[config.mk]
export PLATFORM = sky130hd
export DESIGN_NAME = slot_arbiter
export DESIGN_NICKNAME = d
export VERILOG_FILES = /design/src/rtl/slot_arbiter.sv
export SDC_FILE = /design/constraint.sdc
export NUM_CORES = 1
export LEC_CHECK = 0
export BUFFER_PORTS_ARGS = -buffer_cell sky130_fd_sc_hd__buf_2
export CAP_MARGIN = 20
export CORE_MARGIN = 2
export CORE_UTILIZATION = 25
export CTS_BUF_LIST = sky130_fd_sc_hd__clkbuf_16
export DETAILED_ROUTE_END_ITERATION = 7
export GPL_TIMING_DRIVEN = 0
export REMOVE_ABC_BUFFERS = 1
export SLEW_MARGIN = 30
export SYNTH_ARGS = -nofsm -noshare
export SYNTH_HDL_FRONTEND = slang
export SYNTH_SLANG_ARGS = --single-unit
[constraint.sdc]
create_clock -name clk_in -period 6.85 [get_ports clk_in]
set_clock_uncertainty 0.2 [all_clocks]
set_input_delay 1.37 -clock clk_in [delete_from_list [all_inputs] [get_ports clk_in]]
set_output_delay 1.37 -clock clk_in [all_outputs]
set_load 0.02 [all_outputs]
[src/rtl/slot_arbiter.sv]
// Phase-slot arbiter: hands one shared resource to 4 program contexts. The phase owner
// has priority in its slot, idle slots are lent round-robin, and grants are locked until release.
module slot_arbiter #(
    parameter int unsigned N_REQ    = 4,
    parameter int unsigned MAX_HOLD = 16,
    parameter int unsigned CNT_W    = 8
) (
    input  logic             clk_in,
    input  logic             rst_in,
    input  logic [N_REQ-1:0] phase_in,
    input  logic [N_REQ-1:0] req_in,
    input  logic [N_REQ-1:0] done_in,
    output logic [N_REQ-1:0] gnt_out,
    output logic [1:0]       owner_out,
    output logic             busy_out,
    output logic             borrow_out,
    output logic             timeout_out,
    output logic             phase_err_out
);

    localparam int unsigned IDX_W = 2;
    // Last hold count before forced release; with the timeout disabled it is only the saturation point.
    localparam logic [CNT_W-1:0] HOLD_LAST = (MAX_HOLD == 0) ? '1 : CNT_W'(MAX_HOLD - 1);

    typedef enum logic [1:0] {
        S_IDLE    = 2'd0,
        S_GRANT   = 2'd1,
        S_RELEASE = 2'd2
    } state_t;

    state_t             state_q, state_d;
    logic [IDX_W-1:0]   rr_q, rr_d;
    logic [CNT_W-1:0]   hold_q, hold_d;
    logic [N_REQ-1:0]   gnt_q, gnt_d;
    logic [IDX_W-1:0]   owner_q, owner_d;
    logic               busy_q, busy_d;
    logic               borrow_q, borrow_d;
    logic               timeout_q, timeout_d;
    logic               perr_q, perr_d;

    logic               phase_ok;
    logic [IDX_W-1:0]   phase_k;
    logic [IDX_W-1:0]   cand;
    logic               win_found;
    logic [IDX_W-1:0]   win_idx;
    logic               win_borrow;
    logic               holder_rel;

    // Winner selection: slot owner first, else round-robin from rr_q skipping the slot owner.
    always_comb begin
        phase_ok   = $onehot(phase_in);
        phase_k    = '0;
        cand       = '0;
        win_found  = 1'b0;
        win_idx    = '0;
        win_borrow = 1'b0;
        for (int i = 0; i < 4; i++) begin
            if (phase_in[i]) phase_k = IDX_W'(i);
        end
        if (req_in[phase_k]) begin
            win_found = 1'b1;
            win_idx   = phase_k;
        end else begin
            // Walk offsets downward so the smallest offset from rr_q is the final assignment.
            for (int i = 3; i >= 0; i--) begin
                cand = rr_q + IDX_W'(i);
                if (cand != phase_k && req_in[cand]) begin
                    win_found  = 1'b1;
                    win_idx    = cand;
                    win_borrow = 1'b1;
                end
            end
        end
    end

    assign holder_rel = done_in[owner_q] || !req_in[owner_q];

    always_comb begin
        state_d   = state_q;
        rr_d      = rr_q;
        hold_d    = hold_q;
        gnt_d     = gnt_q;
        owner_d   = owner_q;
        busy_d    = busy_q;
        borrow_d  = borrow_q;
        timeout_d = 1'b0;
        perr_d    = 1'b0;
        case (state_q)
            S_IDLE: begin
                if (!phase_ok) begin
                    perr_d = 1'b1;
                end else if (win_found) begin
                    state_d  = S_GRANT;
                    gnt_d    = N_REQ'(1) << win_idx;
                    owner_d  = win_idx;
                    busy_d   = 1'b1;
                    borrow_d = win_borrow;
                    hold_d   = '0;
                    if (win_borrow) rr_d = win_idx + IDX_W'(1);
                end
            end
            S_GRANT: begin
                // Holder release outranks the hold-limit timeout.
                if (holder_rel) begin
                    state_d  = S_RELEASE;
                    gnt_d    = '0;
                    busy_d   = 1'b0;
                    borrow_d = 1'b0;
                end else if (MAX_HOLD != 0 && hold_q == HOLD_LAST) begin
                    state_d   = S_RELEASE;
                    gnt_d     = '0;
                    busy_d    = 1'b0;
                    borrow_d  = 1'b0;
                    timeout_d = 1'b1;
                end else if (hold_q != HOLD_LAST) begin
                    hold_d = hold_q + CNT_W'(1);
                end
            end
            S_RELEASE: begin
                state_d  = S_IDLE;
                gnt_d    = '0;
                busy_d   = 1'b0;
                borrow_d = 1'b0;
            end
            default: begin
                state_d  = S_IDLE;
                gnt_d    = '0;
                busy_d   = 1'b0;
                borrow_d = 1'b0;
            end
        endcase
    end

    always_ff @(posedge clk_in) begin
        if (rst_in) begin
            state_q   <= S_IDLE;
            rr_q      <= '0;
            hold_q    <= '0;
            gnt_q     <= '0;
            owner_q   <= '0;
            busy_q    <= 1'b0;
            borrow_q  <= 1'b0;
            timeout_q <= 1'b0;
            perr_q    <= 1'b0;
        end else begin
            state_q   <= state_d;
            rr_q      <= rr_d;
            hold_q    <= hold_d;
            gnt_q     <= gnt_d;
            owner_q   <= owner_d;
            busy_q    <= busy_d;
            borrow_q  <= borrow_d;
            timeout_q <= timeout_d;
            perr_q    <= perr_d;
        end
    end

    assign gnt_out       = gnt_q;
    assign owner_out     = owner_q;
    assign busy_out      = busy_q;
    assign borrow_out    = borrow_q;
    assign timeout_out   = timeout_q;
    assign phase_err_out = perr_q;

endmodule

# ---- Word level (Yosys, flattened, before mapping)
# Index checks and enable logic that the tools add are counted.
dict set report word_totals {
  register_bits 22
  input_bits 14
  elab_cells 108
}
dict set report op_classes {
  n_addsub 8
  order_cmp 6
  eq_ne 14
  shift 1
  mux 54
  n_bitwise 2
  reduce_logical 14
}
# cell n
set op_table {}
lappend op_table {{$mux W8} 5}
lappend op_table {{$mux W1} 22}
lappend op_table {{$mux W2} 11}
lappend op_table {{$lt A2 B3 Y1 const B} 6}
lappend op_table {{$mux W4} 4}
lappend op_table {{$pmux W8 S2} 1}
lappend op_table {{$bmux W1 S2} 7}
lappend op_table {{$ne A2 B2 Y1 const B} 5}
lappend op_table {{$add A8 B1 Y8 const B} 1}
lappend op_table {{$eq A8 B4 Y1 const B} 1}
lappend op_table {{$ne A2 B2 Y1} 4}
lappend op_table {{$ne A8 B4 Y1 const B} 1}
lappend op_table {{$pmux W4 S2} 1}
lappend op_table {{$reduce_and A3 Y1} 2}
lappend op_table {{$reduce_and A6 Y1} 1}
lappend op_table {{$add A1 B1 Y2} 2}
lappend op_table {{$add A2 B1 Y2 const B} 2}
lappend op_table {{$add A2 B2 Y2 const B} 2}
lappend op_table {{$logic_and A1 B1 Y1} 4}
lappend op_table {{$pmux W1 S2} 2}
lappend op_table {{$pmux W2 S2} 1}
lappend op_table {{$reduce_and A4 Y1} 1}
lappend op_table {{$shl A1 B2 Y4 const A} 1}
lappend op_table {{$add A2 B2 Y3} 1}
lappend op_table {{10 further kinds} 11}

# ---- Logic depth before layout (Yosys ltp)
# Gate-level depths: netlist of run 1.
dict set report logic_depth {
  word_depth 14
  mapped_depth 12
  depth_no_buf 11
}

# ---- Least setup slack after synthesis of run 1
# OpenSTA, ideal clock, no wires.
dict set report synth_timing {
  kind {input-to-reg}
  start {in phase_in[1]}
  end {reg rr_q[0]}
  t_arrival_ns 3.646
  t_required_ns 6.579
  setup_slack_ns 2.933
  cell_stages 12
  cell_sequence {buf_6 -> inv_1 -> fa_1 -> inv_1 -> ha_1 -> ha_1 -> nor3b_1 -> nand2_1 -> nor2_1 -> o31ai_2 -> or4_1 -> a21oi_1}
}
dict set report synth_via {
  elab_chain_len 11
  elab_cells_between_ends 29
  classes_between {add/sub: 3; eq/ne: 5; mux: 16; reduce/logical: 5}
}
# element line_no
set synth_rtl {}
lappend synth_rtl {{from (decl)} 10} ;# input logic [N_REQ-1:0] phase_in,
lappend synth_rtl {{$mux W1} 58} ;# if (phase_in[i]) phase_k = IDX_W'(i);
lappend synth_rtl {{$mux W2 (2 in series)} 58}
lappend synth_rtl {{$ne A2 B2 Y1} 67} ;# if (cand != phase_k && req_in[cand]) begin
lappend synth_rtl {{$logic_and A1 B1 Y1} 67}
lappend synth_rtl {{$mux W2 or $mux W1 (tied branches) (4 in series)} 67}
lappend synth_rtl {{$mux W2 or $mux W1 (tied branches)} 60} ;# if (req_in[phase_k]) begin
lappend synth_rtl {{$add A2 B1 Y2 or $reduce_and A4 Y1 (tied branches)} -}
lappend synth_rtl {{to (signal assigned)} 147} ;# rr_q <= rr_d;
lappend synth_rtl {{to (decl)} 32} ;# logic [IDX_W-1:0] rr_q, rr_d;
# Several ways; a longest one is shown, not always the timed one. The select of a mux whose other input is x is not followed.
# A chain may end at the register's enable or synchronous reset.

# ---- Worst setup path in the final report of run 1
dict set report layout_timing {
  start {in phase_in[3]}
  end {reg gnt_q[1], in the netlist gnt_out[1]}
}
dict set report layout_via {
  elab_chain_len 12
  elab_cells_between_ends 31
  classes_between {add/sub: 2; eq/ne: 7; shift: 1; mux: 16; reduce/logical: 5}
}
# element line_no
set layout_rtl {}
lappend layout_rtl {{$mux W2} 58}
lappend layout_rtl {{$ne A2 B2 Y1} 67}
lappend layout_rtl {{$logic_and A1 B1 Y1} 67}
lappend layout_rtl {{$mux W2 (4 in series)} 67}
lappend layout_rtl {{$mux W2} 60}
lappend layout_rtl {{$shl A1 B2 Y4} 94} ;# gnt_d = N_REQ'(1) << win_idx;
lappend layout_rtl {{$mux W4} 92} ;# end else if (win_found) begin
lappend layout_rtl {{$mux W4} 90} ;# if (!phase_ok) begin
lappend layout_rtl {{$pmux W4 S2} 88} ;# case (state_q)
lappend layout_rtl {{to (signal assigned)} 149} ;# gnt_q <= gnt_d;
lappend layout_rtl {{to (decl)} 34} ;# logic [N_REQ-1:0] gnt_q, gnt_d;
# Several ways; a longest one is shown, not always the timed one. The select of a mux whose other input is x is not followed.

==> results.toml, run 1 <==
[status]
outcome = "finished clean"

[pwr]
p_switching_w = 0.0001236
static-leakage-power_nw = 0.7394
combPwrFrac_pct = 30.7
netSwitchingFraction_pct = 32.82
intPower_w = 0.0002530
p_seq_share_pct = 37.6
power_per_cell_area_mw_per_mm2 = 203.5
power.clock.fraction_pct = 31.7
ir_drop_mv = 0.1151

[cts]
clock_sinks = 21
ctsResizeCount = 0
cts_buffers = 3
tritoncts = "yes"
cts_hold_buf = 0
clock_tree.htree_level_count = 1
postCtsSetupBuffers = 0
cts_buffer_depth = 2
worst_setup_hold_path_clk_slew_ps = 50
cts_root_buf = "sky130_fd_sc_hd__clkbuf_16"
insertion_delay_ps = 250

[synth]
synth_area_leader_cell = "sky130_fd_sc_hd__dfxtp_1"
synth.top_cells.by_area = "sky130_fd_sc_hd__dfxtp_1 (26%), sky130_fd_sc_hd__ha_1 (5.4%), sky130_fd_sc_hd__nand2b_1 (5.4%)"
asyncSetResetFlopFracSynth_pct = 0
synth-seq-cells = 21
synthesis.area_sq_mm = 0.001620
synth-edff-count = 0
synth-seq-area-share_pct = 25.95
synth.avg_cell_area_sq_um = 8.528
dominantRegCellSynth = "sky130_fd_sc_hd__dfxtp_1"
syn-instance-count = 190
yosys.cell_count.top_type = "sky130_fd_sc_hd__dfxtp_1"
synth_top_area_share_pct = 25.95
yosys-top-cells-count = "sky130_fd_sc_hd__dfxtp_1 (21), sky130_fd_sc_hd__inv_1 (15), sky130_fd_sc_hd__nand2b_1 (14)"
distinct_cell_type_count_of_the_synthesized_netlist = 58
synth.yosys.warnings = 0

[sta]
peak_clock_frequency_supported_by_timing_mhz = 241.6
grt_setup_unrepaired = "no"
finalSetupViolations = 0
slew-limit-headroom_pct = 53.64
tightest_slew_ps = 694.5
timing_max_transition_violations_final = 0
ratio_of_final_minimum_period_to_clock_period_pct = 60.43
final_worst_path_period_need_ps = 4139
timing.setup.tns_ps = 0
hold_violations = 0
timing.hold.ws_ps = 277.2

[route]
drt_pass1_iterations = 4
vias = 1431
routed_wirelength_mm = 3.723
post_drt_wl_per_cell_microns = 13.16
drc = 0
viasPerCell = 5.057
drt_first_iter_violations = 55
final_antenna_net_count = 0

[layout]
antennaDiodeCount = 0
area_growth_syn_to_layout_pct = 14.21
finish.utilization_pct = 29.31
design.final.nets = 229
nFillCells = 699
proportion_of_layout_cells_with_a_drive_suffix_above_1_pct = 19.42
stdcell_count = 283

[setup_path]
setup.worst_path.class = "primary input to register"
critical_path.max_fanout = 15
timing.critical_path.required_ps = 6760
timing.critical_path.arrival_ps = 4050
timing.critical_path.to_type = "register"
critPathMaxStageDelay_ps = 500
critical_path.cell_chain = "buf_2, inv_1, fa_1, inv_1, ha_1, ha_1, nor3b_1, nor3_1, or2_2, a41oi_1, o32ai_1"
crit_path_top_delay_cell = "sky130_fd_sc_hd__fa_1"
crit_path_start_kind = "primary input"

[global_route]
globalRoute.totalOverflow = 0
grt_max_degree = 24
antenna_found_initial = 0
track_usage_pct = 10.62
first_pass_grt_wire_length_mm = 6.272
grt_pass1_vias = 1345

[die]
design.die.area_sq_mm = 0.007141
die_height_microns = 84.51
pin_count = 24
std_cell_rows = 29
floorplan.die.width_microns = 84.51
start_util_pct = 25.66
fp.coreArea_sq_mm = 0.006314

[run]
max_cap_viols = 0

[placement]
hpwl_mm = 2.850
globalplace.congestion = 0.8137
placed_cells = 279
place.port_buffers = 23

[worst_hold_path]
worstHoldPathType = "register to register"
## metal layers
metal  vias to the layer above  routed length, microns  GRT usage (%)
li1                        741                       -              -
met2                        32                    1699          16.96
met5                         -                       0              0
met3                         6                     158          2.458
met4                         0                      55          2.309
met1                       652                    1811          14.64
## kinds of logic after synthesis
group           Yosys count  synth area share (%)
fa+ha+maj                 8                 6.641
xor+xnor                  6                 3.243
mux                       8                 6.641
compound gates           38                 19.85
buf+inv                  26                 7.181
flops                    21                 25.95
simple gates             83                 30.50
## per-stage QoR
| stage | power (W) | setup slack (ps) | area, sq um |
|---|---|---|---|
| floorplan | 0.0002240 | 3035 | 1560 |
| global placement | 0.0002589 | 2461 | 1772 |
| detailed placement | 0.0002610 | 2414 | 1772 |
| CTS | 0.0003838 | 2691 | 1851 |
| global route | 0.0004013 | 2517 | 1851 |
| finish | 0.0003767 | 2711 | 1851 |
## power groups by stage
stage / combinational [W] / clock (W) / sequential, W
2_1_floorplan: 0.0000745 / 0 / 0.000149
3_3_place_gp: 0.000114 / 0 / 0.000144
3_5_place_dp: 0.000116 / 0 / 0.000145
4_1_cts: 0.000117 / 0.000125 / 0.000142
5_1_grt: 0.000129 / 0.000129 / 0.000143
6_report: 0.000116 / 0.000119 / 0.000142
## worst max-delay path: cells and delay by family
family / cells / cell delay, ps
AO/OA/AOI/OAI: 2 / 540
buffers and inverters: 3 / 440
AND/OR/NAND/NOR: 3 / 760
adder cells (fa/ha/maj): 3 / 930
## flip-flops by register name, indices dropped and copies added, names as in the netlist, 2 cells and up
signal	count
gnt_out	4
rr_q	2
owner_out	2
hold_q	8
## final cells by class
class | instances | area [sq um] | area share, %
Sequential cell | 21 | 420.4 | 22.72
Inverter | 15 | 56.30 | 3.043
Multi-Input combinational cell | 143 | 1084 | 58.55
Tap cell | 77 | 96.34 | 5.206
Clock buffer | 3 | 75.07 | 4.057
Clock inverter | 1 | 3.754 | 0.2028
Timing Repair Buffer | 23 | 115.1 | 6.220
## layout by cell type, fill, tap and decap left out, types with 2 or more instances in the layout
cell,n
sky130_fd_sc_hd__a31oi_2,2
sky130_fd_sc_hd__or4b_1,2
sky130_fd_sc_hd__mux4_2,2
sky130_fd_sc_hd__nand2b_1,14
sky130_fd_sc_hd__buf_2,23
sky130_fd_sc_hd__o211ai_1,3
sky130_fd_sc_hd__xor2_1,6
sky130_fd_sc_hd__ha_1,7
sky130_fd_sc_hd__inv_1,16
sky130_fd_sc_hd__and3b_1,2
sky130_fd_sc_hd__nand4_1,5
sky130_fd_sc_hd__nor3b_1,3
sky130_fd_sc_hd__nor4_1,4
sky130_fd_sc_hd__mux2i_1,4
sky130_fd_sc_hd__o31ai_1,3
sky130_fd_sc_hd__and3_1,3
sky130_fd_sc_hd__or4_1,2
sky130_fd_sc_hd__nand2_1,9
sky130_fd_sc_hd__nor3_1,4
sky130_fd_sc_hd__nand3_1,9
sky130_fd_sc_hd__o221ai_1,2
sky130_fd_sc_hd__o32ai_1,4
sky130_fd_sc_hd__a21oi_1,4
sky130_fd_sc_hd__dfxtp_1,21
sky130_fd_sc_hd__a31oi_1,2
sky130_fd_sc_hd__clkbuf_16,3
sky130_fd_sc_hd__o21ai_0,3
sky130_fd_sc_hd__nor2b_1,3
sky130_fd_sc_hd__a21o_1,2
sky130_fd_sc_hd__nor2_1,13
## final timing paths
check | slack [ps] | cells past startpoint | from | to
min reg2reg | 280 | 2 | gnt_out[2]$_SDFFE_PP0P_ | gnt_out[2]$_SDFFE_PP0P_
min | 280 | 2 | gnt_out[2]$_SDFFE_PP0P_ | gnt_out[2]$_SDFFE_PP0P_
max | 2710 | 11 | phase_in[3] | gnt_out[1]$_SDFFE_PP0P_
max reg2reg | 3740 | 8 | rr_q[0]$_SDFFE_PP0P_ | rr_q[1]$_SDFFE_PP0P_
Power figures use the tool's default switching activity.
==> inputs of run 2 (changes only) <==
==> constraint.sdc (replaced) <==
create_clock -name clk_in -period 3.6 [get_ports clk_in]
set_clock_uncertainty 0.2 [all_clocks]
set_input_delay 0.72 -clock clk_in [delete_from_list [all_inputs] [get_ports clk_in]]
set_output_delay 0.72 -clock clk_in [all_outputs]
set_load 0.02 [all_outputs]
==> run 2 against run 1 <==
Wire length is 0.83% higher; first-iteration DRC count is 22% lower; flip-flop and latch count unchanged; largest power group unchanged; count of clock-buffer cells in the layout did not move; worst hold slack is the same; setup slack lost 2500 ps; clock power increased by 91%; final area increased by 0.27%; critical path depth unchanged; sequential share of layout area down 0.061 points; final cell count stayed put.
==> results.toml, run 2 (synthesis gave the netlist of run 1 again) <==
[setup_path]
critical_path.max_fanout = 15
timing.critical_path.required_ps = 3510
timing.critical_path.to_type = "register"
timing.critical_path.arrival_ps = 3280
reg2reg_slack_ps = 480
crit_path_start_kind = "primary input"
setup.worst_path.class = "primary input to register"

[route]
drc = 0
post_drt_wl_per_cell_microns = 13.27
routed_wirelength_mm = 3.754
drt_pass1_iterations = 4
vias = 1446
drt_first_iter_violations = 43
final_antenna_net_count = 0
viasPerCell = 5.110

[layout]
design.final.nets = 229
proportion_of_layout_cells_with_a_drive_suffix_above_1_pct = 19.90
most-common-layout-cells = "sky130_fd_sc_hd__buf_2 (23), sky130_fd_sc_hd__dfxtp_1 (21), sky130_fd_sc_hd__inv_1 (16)"
largest_register_ff_count = 8
largest-register = "hold_q"
final_common_cell = "sky130_fd_sc_hd__buf_2"
finish.utilization_pct = 29.39
stdcell_count = 283
antennaDiodeCount = 0
area_growth_syn_to_layout_pct = 14.52
nFillCells = 698

[run]
max_cap_viols = 0

[cts]
postCtsSetupBuffers = 0
ctsResizeCount = 0
worst_setup_hold_path_clk_slew_ps = 50
cts_root_buf = "sky130_fd_sc_hd__clkbuf_16"
clock_sinks = 21
insertion_delay_ps = 250
cts_hold_buf = 0
tritoncts = "yes"
cts_buffers = 3
clock_tree.htree_level_count = 1
cts_buffer_depth = 2

[sta]
grt_setup_unrepaired = "no"
slew-limit-headroom_pct = 53.27
peak_clock_frequency_supported_by_timing_mhz = 296.8
timing.setup.tns_ps = 0
timing_max_transition_violations_final = 0
hold_violations = 0
final_worst_path_period_need_ps = 3369
finalSetupViolations = 0
tightest_slew_ps = 700.0
ratio_of_final_minimum_period_to_clock_period_pct = 93.58
timing.hold.ws_ps = 277.2

[global_route]
globalRoute.totalOverflow = 0
grt_pass1_vias = 1345
antenna_found_initial = 0
track_usage_pct = 10.62
grt_max_degree = 24
first_pass_grt_wire_length_mm = 6.272

[pwr]
intPower_w = 0.0004826
ir_drop_mv = 0.2189
power_per_cell_area_mw_per_mm2 = 387.4
combPwrFrac_pct = 30.9
p_seq_share_pct = 37.5
power.clock.fraction_pct = 31.6
power_w = 0.0007188
netSwitchingFraction_pct = 32.85
static-leakage-power_nw = 0.7417
p_switching_w = 0.0002361

[worst_hold_path]
worstHoldPathType = "register to register"

[placement]
placed_cells = 279
place.port_buffers = 23
hpwl_mm = 2.850
globalplace.congestion = 0.8137

[status]
outcome = "finished clean"

[die]
floorplan.die.width_microns = 84.51
fp.coreArea_sq_mm = 0.006314
die_height_microns = 84.51
start_util_pct = 25.66
design.die.area_sq_mm = 0.007141
pin_count = 24
std_cell_rows = 29
==> run 2: changes by cell type in the layout (fill, tap and decap cells not counted) <==
cell                      before  now
sky130_fd_sc_hd__nor3b_1       3    2
sky130_fd_sc_hd__nor3b_2       0    1
==> run 2: layout make-up <==
cell class / instances / area (sq um) / area share, %
Clock buffer: 3 / 75.07 / 4.046
Sequential cell: 21 / 420.4 / 22.66
Tap cell: 77 / 96.34 / 5.192
Multi-Input combinational cell: 143 / 1089 / 58.66
Clock inverter: 1 / 3.754 / 0.2023
Inverter: 15 / 56.30 / 3.034
Timing Repair Buffer: 23 / 115.1 / 6.204
==> run 2: path summary, 6_finish.rpt <==
path | startpoint | endpoint | depth (start not counted)
min | gnt_out[2]$_SDFFE_PP0P_ | gnt_out[2]$_SDFFE_PP0P_ | 2
min reg2reg | gnt_out[2]$_SDFFE_PP0P_ | gnt_out[2]$_SDFFE_PP0P_ | 2
max reg2reg | rr_q[0]$_SDFFE_PP0P_ | rr_q[1]$_SDFFE_PP0P_ | 8
max | phase_in[3] | gnt_out[1]$_SDFFE_PP0P_ | 11
==> run 2: per-stage QoR <==
stage | instance area (sq um) | setup WS, ps
2_1_floorplan | 1560 | 434.6
3_3_place_gp | 1772 | -138.5
3_5_place_dp | 1772 | -186.5
4_1_cts | 1851 | 91.40
5_1_grt | 1856 | 56.87
6_report | 1856 | 231.2
==> run 2: critical path, cell delays in order <==
cell                      delay, ps
sky130_fd_sc_hd__buf_2          240
sky130_fd_sc_hd__inv_1          160
sky130_fd_sc_hd__fa_1           500
sky130_fd_sc_hd__inv_1           40
sky130_fd_sc_hd__ha_1           170
sky130_fd_sc_hd__ha_1           280
sky130_fd_sc_hd__nor3b_2        270
sky130_fd_sc_hd__nor3_1          60
sky130_fd_sc_hd__or2_2          290
sky130_fd_sc_hd__a41oi_1        370
sky130_fd_sc_hd__o32ai_1        170
==> run 2: power by group through the flow <==
stage / clock network (W) / logic, W / registers, W
3_5_place_dp: 0 / 0.000221 / 0.000275
4_1_cts: 0.000238 / 0.000222 / 0.000270
3_3_place_gp: 0 / 0.000218 / 0.000275
2_1_floorplan: 0 / 0.000142 / 0.000284
6_report: 0.000227 / 0.000222 / 0.000269
5_1_grt: 0.000245 / 0.000248 / 0.000273
==> run 2: layer usage <==
layer / global-route usage [%] / routed length, microns / vias to the layer above
met5: 0 / 0 / -
li1: - / - / 742
met1: 14.64 / 1842 / 665
met2: 16.96 / 1705 / 33
met4: 2.309 / 55 / 0
met3: 2.458 / 151 / 6
